File: config.mk
export PLATFORM = sky130hd
export DESIGN_NAME = fifo_port_ctrl
export DESIGN_NICKNAME = d
export VERILOG_FILES = /design/src/rtl/fifo_port_ctrl.sv
export SDC_FILE = /design/constraint.sdc
export NUM_CORES = 1
export LEC_CHECK = 0
export BUFFER_PORTS_ARGS = -buffer_cell sky130_fd_sc_hd__buf_2
export CAP_MARGIN = 30
export CORE_AREA = 2 2 50 52
export CTS_BUF_LIST = sky130_fd_sc_hd__clkbuf_2
export DETAILED_ROUTE_END_ITERATION = 8
export DIE_AREA = 0 0 52 54
export PLACE_DENSITY_LB_ADDON = 0.15
export SYNTH_ARGS = -nofsm -noshare
export SYNTH_HDL_FRONTEND = slang
export SYNTH_SLANG_ARGS = --single-unit
File: constraint.sdc
create_clock -name clk -period 4.15 [get_ports clk]
set_input_delay 0.2075 -clock clk [delete_from_list [all_inputs] [get_ports clk]]
set_output_delay 0.2075 -clock clk [all_outputs]
set_load 0.02 [all_outputs]
File: src/rtl/fifo_port_ctrl.sv
// fifo_port_ctrl: shares the write port of a small push/pop FIFO between two
// producers (round-robin) and schedules single-word pops for one consumer.
// Keeps its own occupancy count so registered push/pop never overrun the FIFO,
// and raises a sticky flag if that count disagrees with the FIFO's flags.
module fifo_port_ctrl #(
    parameter int unsigned DW    = 8,
    parameter int unsigned DEPTH = 4
) (
    input  logic                         clk,
    input  logic                         reset,
    input  logic                         a_req,
    input  logic [DW-1:0]                a_data,
    output logic                         a_gnt,
    input  logic                         b_req,
    input  logic [DW-1:0]                b_data,
    output logic                         b_gnt,
    input  logic                         c_req,
    output logic                         c_valid,
    output logic [DW-1:0]                c_data,
    output logic                         push,
    output logic [DW-1:0]                data_in,
    output logic                         pop,
    input  logic [DW-1:0]                fifo_dout,
    input  logic                         fifo_full,
    input  logic                         fifo_empty,
    output logic [$clog2(DEPTH+1)-1:0]   occ,
    output logic                         sync_err
);

    localparam int unsigned CW = $clog2(DEPTH + 1);
    localparam logic [CW-1:0] OCC_FULL  = CW'(DEPTH);
    localparam logic [CW:0]   DEPTH_EXT = (CW + 1)'(DEPTH);

    typedef enum logic {
        GNT_A = 1'b0,
        GNT_B = 1'b1
    } gnt_t;

    gnt_t last_gnt, last_gnt_next;
    logic space;
    logic avail;

    // Write space counts the push already in flight, closing the fill race.
    assign space = ({1'b0, occ} + (CW + 1)'(push)) < DEPTH_EXT;
    assign avail = (occ != '0);

    // Last-grant register for round-robin fairness.
    always_ff @(posedge clk) begin
        if (!reset) begin
            last_gnt <= GNT_B;
        end else begin
            last_gnt <= last_gnt_next;
        end
    end

    // Grant decision and next round-robin state; no grants while in reset.
    always_comb begin
        a_gnt         = 1'b0;
        b_gnt         = 1'b0;
        last_gnt_next = last_gnt;
        if (reset && space) begin
            if (a_req && b_req) begin
                if (last_gnt == GNT_B) begin
                    a_gnt = 1'b1;
                end else begin
                    b_gnt = 1'b1;
                end
            end else if (a_req) begin
                a_gnt = 1'b1;
            end else if (b_req) begin
                b_gnt = 1'b1;
            end
        end
        if (a_gnt) begin
            last_gnt_next = GNT_A;
        end else if (b_gnt) begin
            last_gnt_next = GNT_B;
        end
    end

    // Write pipeline: a grant becomes a registered push one cycle later.
    always_ff @(posedge clk) begin
        if (!reset) begin
            push    <= 1'b0;
            data_in <= '0;
        end else begin
            push <= a_gnt | b_gnt;
            if (a_gnt) begin
                data_in <= a_data;
            end else if (b_gnt) begin
                data_in <= b_data;
            end
        end
    end

    // Pop scheduling (never back-to-back) and read-data capture.
    always_ff @(posedge clk) begin
        if (!reset) begin
            pop     <= 1'b0;
            c_valid <= 1'b0;
            c_data  <= '0;
        end else begin
            pop     <= c_req && avail && !pop;
            c_valid <= pop;
            if (pop) begin
                c_data <= fifo_dout;
            end
        end
    end

    // Occupancy count from completed pushes and pops.
    always_ff @(posedge clk) begin
        if (!reset) begin
            occ <= '0;
        end else begin
            case ({push, pop})
                2'b10:   occ <= occ + 1'b1;
                2'b01:   occ <= occ - 1'b1;
                default: occ <= occ;
            endcase
        end
    end

    // Sticky consistency check, only while no push/pop is in flight.
    always_ff @(posedge clk) begin
        if (!reset) begin
            sync_err <= 1'b0;
        end else if (!push && !pop &&
                     (((occ == OCC_FULL) != fifo_full) ||
                      ((occ == '0) != fifo_empty))) begin
            sync_err <= 1'b1;
        end
    end

endmodule

==> metrics.csv <==
stage,metric,value,unit
min_path,hold_depth,3,
setup_path,worst-path-max-fanout,9,
synthesis,syn_area,1060,um2
floorplan,start_util,45.7,%
setup_path,r2r_start,pop,
global_route,overflow,0,
timing,fin_setup_tns,0,ns
cells_and_area,fin_cells,193,
timing,fin_crit,2.20,ns
setup_path,slowest_delay,0.77,ns
cts,post_cts_resized,0,
cells_and_area,ff_latch_area,480,um2
cts,h-tree-depth,1,
global_route,antenna_found_initial,0,
floorplan,num_rows,18,
setup_path,crit_arrival,1.99,ns
cts,cts_sinks,24,
cells_and_area,layout_commonest_cell,buf_2,
timing,hold_slack,0.0847,ns
min_path,hold_path.class,input pin to register,
pwr,power.total,636,uW
setup_path,slowest_stage,or4b_1,
timing,report.final.slew_viol_count,0,
cells_and_area,final_cell_mix,"55 x buf_2, 24 x dfxtp_1, 16 x mux2i_1, 10 x a21oi_1, 9 x o21ai_0",
cts,clk_latency,0.33,ns
cts,postCtsSetupBuffers,0,
synthesis,yosysWarningCount,0,
global_route,grt_pass1_wl,3290,um
timing,finalHoldViolCount,0,
cells_and_area,layout-drive-gt1-share,38.7,%
setup_path,endpoint_kind,primary output,
timing,finClkSkew,0.0137,ns
timing,fmax,455,MHz
cts,cts_root_buf,clkbuf_2,
floorplan,dieArea,2810,um2
placement,pre_cts_slack,2.13,ns
global_route,grt_pass1_vias,799,
floorplan,core,2320,um2
setup_path,path_class,register to primary output,
pwr,cellLeakagePower,0.710,nW
setup_path,reg2reg_depth,7,
placement,placed_cells,189,
route,wl_per_cell,10.6,um
timing,tightest_slew,0.765,ns
pwr,peakVddDrop,0.000466,V
cts,clk_path_buf_depth,2,
setup_path,cp_top_family,simple AND/OR/NAND/NOR gates,
cells_and_area,fill_cells,206,
floorplan,fp.dieW,52,um
synthesis,synth_nets,143,
timing,rsz0062_at_grt,no,
cts,cts_tree,built,
timing,fin_crit_sh,53.0,%
global_route,grt_max_degree,25,
placement,gp_congestion,0.756,
cts,clk_pin_slew_worst_paths,0.22,ns
pwr,p_per_area,457,nW/um2
route,finalWirelength,2040,um
floorplan,io_pins,56,
synthesis,synthCells,109,
setup_path,cp_num_buf_inv,2,
cells_and_area,insertedDiodeCount,0,
route,drtPass1Iterations,2,
floorplan,die_h,54,um
route,ant_nets,0,
synthesis,yosys.cell_types.count,28,
cells_and_area,multiInputGateArea,527,um2
timing,setup_violations,0,
cells_and_area,final_nets,198,
timing,setup_slack,1.95,ns
timing,slew_headroom,48.7,%
synthesis,syn_avg_cell_area,9.73,um2
route,drc,0,
setup_path,crit_cells,4,
flow_run,cap_violations,0,
cts,cts_buffers,3,
placement,hpwlAfterDp,1570,um
setup_path,critical_path.cell_chain,nand2b_4 > or4b_1 > inv_2 > buf_2,
synthesis,ys_seq_elements,24,
global_route,track_usage,15.7,%
placement,port_buffers,55,
cts,cts_hold_buf,0,
synthesis,yosysSeqAreaShare,45.3,%
setup_path,crit_start,occ[2],
setup_path,start_kind,register,
route,vias,899,
status,status,"complete, no violations",
min_path,hold_start,c_req,
route,routed_via_density,4.66,
cells_and_area,syn2layout_area_growth,31.1,%
route,drtIter0Drc,8,
setup_path,required,3.94,ns
cell families after synthesis:
family | synth area share (%)
adders and majority gates | 4.24
AOI/OAI and AO/OA | 11.8
and+or+nand+nor | 16.0
muxes | 15.1
xor gates and xnor gates | 2.48
buffers and inverters | 5.07
DFF | 45.3
per-stage QoR:
step,area [um2],utilization (%)
floorplan,1060,-
global placement,1350,58.0
detailed placement,1350,58.0
CTS,1390,60.0
global route,1390,60.0
finish,1390,60.0
worst reg2reg max path, cell delays in order (launching register included):
cell,delay [ns]
dfxtp_1,0.74
ha_1,0.29
inv_1,0.06
fa_1,0.38
xnor2_1,0.14
nand2_1,0.08
xnor2_1,0.12
and2_1,0.15
registers in the layout, summed over array words and instances (netlist names):
register  flops
pop           1
sync_err      1
last_gnt      1
data_in       8
c_data        8
push          1
occ           3
c_valid       1
final cells by class:
class                      instances  share of cell area [%]
clock buffer                       3                    1.08
clock inverter                     1                    2.16
inverter                           7                    1.89
multi-input combinational         73                    37.9
sequential                        24                    34.5
tap                               30                    2.70
timing repair buffer              55                    19.8
power by group:
group          switching [mW]  leakage [nW]  internal [mW]
sequential             0.0297         0.197          0.262
clock                  0.0679        0.0266         0.0831
combinational           0.107         0.486         0.0857
per-layer routing:
metal  share of wire (%)  wire length, um  vias to the layer above  global-route usage, %
li1                    -                -                      478                      -
met1                  43              877                      388                   18.6
met2                  49             1010                       31                   27.0
met3                 7.1              144                        2                   5.56
met4                0.49               10                        0                   3.95
met5                   0                0                        -                      0
cells in the mapped netlist, drive strengths merged:
cell	count	share of area (%)
a21oi	10	4.7
and2	3	1.8
and3	2	1.2
buf	2	1.5
clkbuf	3	1.1
dfxtp	24	45
fa	1	1.9
ha	2	2.4
inv	7	2.5
mux2i	16	15
nand2	5	1.8
nand2b	2	1.9
nor2	3	1.1
nor2b	8	4.7
nor3	3	1.9
o211a	1	0.94
o21a	1	0.71
o21ai	10	4.7
o31ai	1	0.71
or3b	1	0.83
or4b	1	0.94
xnor2	2	1.7
xor2	1	0.83
path summary, 6_finish.rpt:
check	slack (ns)	to
max	1.95	a_gnt
min	0.08	pop
max reg2reg	2.12	occ[2]
min reg2reg	0.50	sync_err
Note: power is estimated with default switching activity, not from simulation.
